[config.mk]
export PLATFORM = sky130hd
export DESIGN_NAME = psum_out_scheduler
export DESIGN_NICKNAME = d
export VERILOG_FILES = /design/src/rtl/psum_out_scheduler_pkg.sv /design/src/rtl/psum_out_scheduler_rr_arbiter.sv /design/src/rtl/psum_out_scheduler.sv
export SDC_FILE = /design/constraint.sdc
export NUM_CORES = 1
export LEC_CHECK = 0
export BUFFER_PORTS_ARGS = -buffer_cell sky130_fd_sc_hd__buf_2
export CORE_MARGIN = 2
export CORE_UTILIZATION = 48
export CTS_CLUSTER_DIAMETER = 40
export DETAILED_ROUTE_END_ITERATION = 10
export GPL_TIMING_DRIVEN = 0
export PLACE_DENSITY = 0.78
export SETUP_SLACK_MARGIN = 0.3
export SLEW_MARGIN = 20
export SYNTH_ARGS = -nofsm -noshare
export SYNTH_HDL_FRONTEND = slang
export SYNTH_SLANG_ARGS = --single-unit
[constraint.sdc]
create_clock -name clk -period 4.1 [get_ports clk]
set_input_delay 0.615 -clock clk [delete_from_list [all_inputs] [get_ports clk]]
set_output_delay 0.615 -clock clk [all_outputs]
set_load 0.005 [all_outputs]
[src/rtl/psum_out_scheduler_pkg.sv]
// Shared types and constants for the psum output scheduler.
package psum_out_scheduler_pkg;

  typedef enum logic [2:0] {
    ST_IDLE   = 3'd0,
    ST_RUN    = 3'd1,
    ST_DRAIN  = 3'd2,
    ST_FINISH = 3'd3,
    ST_DONE   = 3'd4
  } state_t;

  localparam logic [1:0] OP_CONV    = 2'd0;
  localparam logic [1:0] OP_POOL    = 2'd1;
  localparam logic [1:0] OP_FC      = 2'd2;
  localparam logic [1:0] OP_ELTWISE = 2'd3;

  function automatic int unsigned idx_width(input int unsigned n);
    return (n > 1) ? $clog2(n) : 1;
  endfunction

endpackage

[src/rtl/psum_out_scheduler_rr_arbiter.sv]
// Combinational round-robin arbiter: picks the first requester strictly after 'last'.
module rr_arbiter
  import psum_out_scheduler_pkg::*;
#(
  parameter int unsigned N = 8,
  localparam int unsigned IDX_W = idx_width(N)
) (
  input  logic [N-1:0]     req,
  input  logic             en,
  input  logic [IDX_W-1:0] last,
  output logic [N-1:0]     grant,
  output logic [IDX_W-1:0] grant_idx,
  output logic             grant_any
);

  logic [IDX_W-1:0] cand;

  // Offsets 1..N visit every lane once, ending on 'last' itself.
  always_comb begin
    grant     = '0;
    grant_idx = '0;
    grant_any = 1'b0;
    cand      = '0;
    if (en) begin
      for (int unsigned off = 1; off <= N; off++) begin
        cand = IDX_W'((32'(last) + off) % N);
        if (!grant_any && req[cand]) begin
          grant_any   = 1'b1;
          grant_idx   = cand;
          grant[cand] = 1'b1;
        end
      end
    end
  end

endmodule

[src/rtl/psum_out_scheduler.sv]
// Shares the psum packer among NUM_LANES 1-bit result lanes and closes each layer.
module psum_out_scheduler
  import psum_out_scheduler_pkg::*;
#(
  parameter int unsigned NUM_LANES = 8,
  parameter int unsigned CNT_WIDTH = 20
) (
  input  logic                 clk,
  input  logic                 rst_n,
  input  logic                 start,
  input  logic [1:0]           cfg_operation,
  input  logic [CNT_WIDTH-1:0] cfg_total_bits,
  input  logic                 hold,
  input  logic [NUM_LANES-1:0] lane_valid,
  input  logic [NUM_LANES-1:0] lane_data,
  output logic [NUM_LANES-1:0] lane_ready,
  output logic                 pk_in_valid,
  output logic                 pk_in_data,
  output logic [1:0]           pk_operation,
  output logic                 pk_layer_finish,
  output logic                 busy,
  output logic                 done,
  output logic [CNT_WIDTH-1:0] bits_sent
);

  localparam int unsigned IDX_W = idx_width(NUM_LANES);

  state_t               state, state_nxt;
  logic [IDX_W-1:0]     ptr;
  logic [IDX_W-1:0]     grant_idx;
  logic [NUM_LANES-1:0] grant;
  logic                 grant_any;
  logic                 arb_en;
  logic                 at_total;
  logic                 last_bit;
  logic [CNT_WIDTH-1:0] total_q;
  logic [1:0]           op_q;

  assign at_total = (bits_sent == total_q);
  assign last_bit = ((bits_sent + CNT_WIDTH'(1)) == total_q);
  // The at_total guard keeps bits_sent saturated even if RUN were lingering.
  assign arb_en   = (state == ST_RUN) && !hold && !at_total;

  rr_arbiter #(.N(NUM_LANES)) u_arb (
    .req       (lane_valid),
    .en        (arb_en),
    .last      (ptr),
    .grant     (grant),
    .grant_idx (grant_idx),
    .grant_any (grant_any)
  );

  assign lane_ready   = grant;
  assign pk_operation = op_q;
  assign busy         = (state != ST_IDLE);

  always_comb begin
    state_nxt = state;
    case (state)
      ST_IDLE: begin
        if (start) begin
          state_nxt = (cfg_total_bits == '0) ? ST_FINISH : ST_RUN;
        end
      end
      ST_RUN: begin
        if (grant_any && last_bit) begin
          state_nxt = ST_DRAIN;
        end
      end
      ST_DRAIN:  state_nxt = ST_FINISH;
      ST_FINISH: state_nxt = ST_DONE;
      ST_DONE:   state_nxt = ST_IDLE;
      default:   state_nxt = ST_IDLE;
    endcase
  end

  always_ff @(posedge clk or negedge rst_n) begin
    if (!rst_n) begin
      state <= ST_IDLE;
    end else begin
      state <= state_nxt;
    end
  end

  // Strobes are registered from state_nxt so they line up with the state they belong to.
  always_ff @(posedge clk or negedge rst_n) begin
    if (!rst_n) begin
      ptr             <= '0;
      total_q         <= '0;
      op_q            <= '0;
      bits_sent       <= '0;
      pk_in_valid     <= 1'b0;
      pk_in_data      <= 1'b0;
      pk_layer_finish <= 1'b0;
      done            <= 1'b0;
    end else begin
      pk_in_valid     <= grant_any;
      pk_in_data      <= grant_any & lane_data[grant_idx];
      pk_layer_finish <= (state_nxt == ST_FINISH);
      done            <= (state_nxt == ST_DONE);
      if (state == ST_IDLE && start) begin
        op_q      <= cfg_operation;
        total_q   <= cfg_total_bits;
        bits_sent <= '0;
      end
      if (grant_any) begin
        ptr       <= grant_idx;
        bits_sent <= bits_sent + CNT_WIDTH'(1);
      end
      if (state == ST_DONE) begin
        ptr <= '0;
      end
    end
  end

endmodule
-- Word-level counts from Yosys, hierarchy flattened
Cells that the tools add are included.
- add/subtract/negate cells: 9
- $lt $le $gt $ge: 17
- equal/unequal tests: 8
- multiplexer cells: 83
- bitwise gates (word level): 8
- reduce and logical (&&, ||, !) cells: 33
- operators with widths (kind ; number):
    $mux 8 ; 16
    $or 8x8->8 ; 7
    $eq 20x20->1 ; 2
    $mux 20 ; 2
    $mux 3 ; 13
    $lt 3x4->1 const B ; 9
    $mux 1 ; 33
    $bmux 1 s3 ; 9
    $demux 1 s3 ; 8
    $ge 3x1->1 const B ; 8
    $add 20x1->20 const B ; 1
    $logic_not 20->1 ; 1
    $logic_and 1x1->1 ; 19
    $add 3x3->3 const B ; 4
    $pmux 3 s4 ; 1
    $eq 3x2->1 const B ; 3
    $logic_not 1->1 ; 9
    $add 3x1->3 const B ; 2
    $add 3x2->3 const B ; 2
    $eq 3x3->1 const B ; 2
    $reduce_bool 2->1 ; 2
    $eq 3x1->1 const B ; 1
    $logic_not 3->1 ; 1
    $reduce_bool 3->1 ; 1
    2 further kinds ; 2
- register bits after elaboration: 52
- bits of input ports: 42
- output and inout bits: 35
- logic and storage cells: 167

-- Logic depth before layout (Yosys ltp)
- depth after elaboration: 37
- mapped depth: 19
- gate-level depth less buffers: 12

-- Hierarchy
A second synthesis with hierarchy kept.
- cell total of the unflattened synthesis: 515
- area, all modules: 4418.0 um^2
- modules (own cells, without submodules) (module ; times used ; cells an instance ; area each (um^2) ; seq. area each (um^2)):
    psum_out_scheduler ; 1 ; 338 ; 2974.1 ; 1301.2
    rr_arbiter ; 1 ; 177 ; 1443.9 ; 0.0

-- Least setup slack after synthesis
Ideal clock, no wire load.
- path kind: reg2out
- start point: reg ptr[0]
- end point: out lane_ready[2]
- data arrival time: 3.394 ns
- required time: 3.485 ns
- slack: 0.091 ns
- cell stages (with the launch flop): 16
- buffers on the path: 4
- cells stage by stage: dfrtp_1 buf_6 buf_12 clkbuf_1 inv_1 clkbuf_1 ha_1 xor2_2 mux4_2 nor4_4 nand2_2 nor3b_4 nand2_1 nand2_1 nor2_1 a211oi_1
- word-level cells in the longest chain between the ends: 33
- elaborated cells between the ends (all ways): 115
- those cells by class: add/sub (8); order compare (16); mux (62); bitwise (7); reduce/logical (22)
- ends and longest elaborated chain (item ; line ; source):
    from (decl) ; psum_out_scheduler.sv:29 ; logic [IDX_W-1:0] ptr;
    from (signal assigned) ; psum_out_scheduler.sv:107 ; ptr <= grant_idx;
    branches (longest 31 deep; another with $lt 3x4->1) ; -- ;
    $mux 8 (*) ; psum_out_scheduler_rr_arbiter.sv:27 ; if (!grant_any && req[cand]) begin
    $mux 8 (*) ; psum_out_scheduler_rr_arbiter.sv:24 ; if (en) begin
    to (decl) ; psum_out_scheduler.sv:16 ; output logic [NUM_LANES-1:0] lane_ready,
Every way passes the cells marked *. The select of a mux whose other input is x is not followed.

-- Final worst setup path
Ends and elaborated chain as after synthesis.

==> run summary <==
status -> finished clean
share of cells above drive strength 1 -> 29.9%
gpl congestion -> 0.983
met3 usage -> 5.18%
area of the multi-input gates -> 0.00281 mm^2
PD cells -> 764 mW/mm^2
Critical Path, Cell by Cell -> buf_6, buf_12, clkbuf_16, clkinvlp_4, buf_8, ha_4, buf_8, mux4_2, nor4_4, nand2_2, nor3b_4, buf_4, nand2_2, nand2_2, nor2_2, a211oi_2, buf_2
die footprint -> 0.00953 mm^2
actual slew at the worst max-slew pin -> 0.553 ns
ys async rst share -> 100%
Max-Cap Viols -> 0
area post-placement -> 0.00477 mm^2
VDD IR-drop max -> 314 uV
Max Fclk -> 245 MHz
P&R area growth vs syn -> 22.4%
final hold violation count -> 0
# rows -> 34
Synth Flop Type -> dfrtp_1
layout filler cell count -> 775
reg2reg path depth -> 18
Comb power frac -> 71.0%
Synth Cell Area -> 0.00421 mm^2
crit-path max FO -> 8
routed wire length -> 12.2 mm
Clk pwr share -> 7.7%
Die Span Y -> 97.6 um
CP max stage cell -> mux4_2
gate count of the mapped netlist -> 492
hold crit path type -> input port to asynchronous set/reset pin
RSZ-0062 raised after global routing -> true
vias in the first global route -> 3,969
CP Launch Type -> flop
Syn Nets -> 541
H-tree depth -> 2
Net Sw Power -> 1.87 mW
global-route wire length before repair -> 20.0 mm
initial antenna violation count -> 0
Mean Syn Cell Area -> 8.55 um^2
core box area -> 0.00859 mm^2
Tcrit/Tclk final -> 99.7%
gr usage total -> 25.6%
total gr overflow -> 0
Max clock buf depth -> 2
arrival time at the worst endpoint -> 3.47 ns
Setup violations, final -> 0
Total Nets Final -> 650
met1 layer usage reported by global route -> 37.6%
Initial Utilization -> 49.0%
post-synthesis cell type count -> 68
CTS sink count -> 52
Slew headroom -> 63.1%
most used cell, CP -> nand2_2
finished layout cell area -> 0.00515 mm^2
GRT busiest layer -> met2
HPWL after DPL -> 8.88 mm
Reg-to-Reg Start -> ptr[0]
Sequential Power Share -> 21.3%
Required @ worst endpoint -> 3.48 ns
via count -> 4,220
number of flops mapped to enable cells by yosys -> 0
setup slack, reg-to-reg -> 0.35 ns
number of vias per cell -> 5.94
Synth Register Bits -> 52
PnR Total Power -> 3.94 mW
pin count of the biggest net entering global routing -> 35
sequential share of the synthesized area -> 30.9%
Period minus WS final -> 4.09 ns
critical path class -> flop to output port
switching part of the total -> 47.4%
Hold-fix buffers, CTS -> 0
WL/cell -> 17.1 um
Leakage -> 2.33 nW
I/O pin total -> 77
Detailed Routing Iterations Pass 1 -> 5
CTS Buf Count -> 5
Die Width -> 97.6 um
Worst Setup End Kind -> output port
DR DRC count -> 0
YS warnings -> 0
grt met2 use -> 38.2%
worst reg2reg endpoint -> pk_in_data
post-route ant nets -> 0
register area -> 0.00130 mm^2
number of port buffers -> 76
Cell Int Power -> 2.07 mW
clk root buf -> clkbuf_8
initial drt markers -> 373
Reg clk slew, reported paths -> 0.10 ns
Clock Latency Late Sink -> 0.31 ns
slowest stage delay, CP -> 0.57 ns
TritonCTS clock tree -> done
Final Max Tran Viols -> 0
ANT cells -> 0
clk_skew -> 0.00866 ns
[worst max-delay path: cells and delay by family, from the launching register on]
kind | cells | cell delay (ns)
AO/OA/AOI/OAI | 1 | 0.17
adder cells (fa/ha/maj) | 1 | 0.26
buffers and inverters | 8 | 0.98
flip-flops | 1 | 0.39
multiplexers | 1 | 0.57
AND/OR/NAND/NOR | 6 | 0.78
[worst max-delay path by stage]
stage                       from             to  cells after the start
after floorplan           ptr[0]  lane_ready[5]                     15
after global placement    ptr[0]  lane_ready[4]                     14
after detailed placement  ptr[0]  lane_ready[5]                     16
after CTS                 ptr[0]  lane_ready[5]                     16
after global routing      ptr[0]  lane_ready[2]                     17
final                     ptr[0]  lane_ready[2]                     17
[layer usage]
metal,share of wire [%],vias up
met2,45,217
met4,1.8,0
li1,-,1994
met3,7.7,26
met5,0,-
met1,46,1983
[cell usage in the layout, fill, tap and decap left out, types with 4 or more instances in the layout]
master	Yosys	routed
a21oi_1	12	11
nor2_1	38	35
a31o_2	4	4
buf_2	8	82
and3_1	4	4
o31ai_1	7	7
inv_1	10	8
xor2_1	14	14
a31oi_1	6	6
dfrtp_1	52	51
buf_4	1	27
o21ai_1	10	10
xnor2_1	26	26
a211oi_1	8	7
nand4_1	10	10
nor3_1	10	9
mux2_2	4	4
mux2i_1	13	10
clkbuf_1	13	12
nand2_1	114	112
nand3_1	16	16
nand2b_1	4	4
clkbuf_8	0	5
mux4_2	7	11
nor4_1	8	8
o21ai_0	18	18
ha_1	7	6
[power by group through the flow]
stage | Sequential [mW] | Combinational [mW] | Clock, mW
after global placement | 0.835 | 2.23 | 0
after global routing | 0.861 | 3.01 | 0.329
after detailed placement | 0.843 | 2.27 | 0
after CTS | 0.833 | 2.63 | 0.311
after floorplan | 0.796 | 1.78 | 0
final | 0.838 | 2.80 | 0.305
[stage by stage]
stage	util [%]	setup WS (ns)	hold slack [ns]	cells	TNS, ns
after floorplan	-	0.305	0.319	492	0
after global placement	55.3	-0.185	0.459	676	-1.16
after detailed placement	55.5	-0.248	0.469	677	-1.82
after CTS	59.3	0.129	0.256	704	0
after global routing	60.0	-0.117	0.272	710	-0.562
final	60.0	0.0104	0.240	710	0
[sequential cells by signal, indices dropped and copies added, names as in the netlist]
signal           count
bits_sent           20
total_q             20
ptr                  3
state                3
pk_operation         2
done                 1
pk_in_data           1
pk_in_valid          1
pk_layer_finish      1
[area by class of cell]
cell class	instances	share of cell area [%]
Buffer	25	3.57
Sequential cell	52	25.3
Multi-Input combinational cell	404	54.4
Tap cell	108	2.62
Clock buffer	6	1.41
Clock inverter	2	0.316
Timing Repair Buffer	102	11.4
Inverter	11	0.947
[cells by family (layout without fill, tap and decap cells)]
family | Yosys count | after routing | synth area share [%]
AND/OR/NAND/NOR | 231 | 231 | 26.9
multiplexers | 33 | 33 | 12.2
flip-flops | 52 | 52 | 30.9
AO/OA/AOI/OAI | 92 | 92 | 14.9
buffers and inverters | 36 | 146 | 4.28
adder cells (fa/ha/maj) | 7 | 7 | 2.08
XOR/XNOR | 41 | 41 | 8.71
[cell usage after synthesis, types with 3 or more instances]
library cell	instances	area, um^2
a211oi_1	8	60.1
a21o_1	3	22.5
a21oi_1	12	60.1
a222oi_1	3	30.0
a31o_2	4	35.0
a31oi_1	6	37.5
and3_1	4	25.0
and4_1	3	26.3
buf_2	8	40.0
clkbuf_1	13	48.8
dfrtp_1	52	1300
ha_1	7	87.6
inv_1	10	37.5
mux2_2	4	45.0
mux2i_1	13	130
mux4_1	4	105
mux4_2	7	158
nand2_1	114	428
nand2b_1	4	25.0
nand3_1	16	80.1
nand4_1	10	62.6
nor2_1	38	143
nor3_1	10	50.1
nor4_1	8	50.1
o21ai_0	18	90.1
o21ai_1	10	50.1
o22ai_1	3	18.8
o31ai_1	7	52.6
or3_1	3	18.8
xnor2_1	26	228
xor2_1	14	123
[timing repair]
action | 4_1_cts | 5_1_grt
endpoints found under the setup margin | 30 | 10
pin swaps | 14 | 7
cloned | 0 | 0
resized for setup | 20 | 10
endpoints found under the hold margin | 0 | 0
setup buffers | 19 | 6
Note: power is estimated with default switching activity, not from simulation.
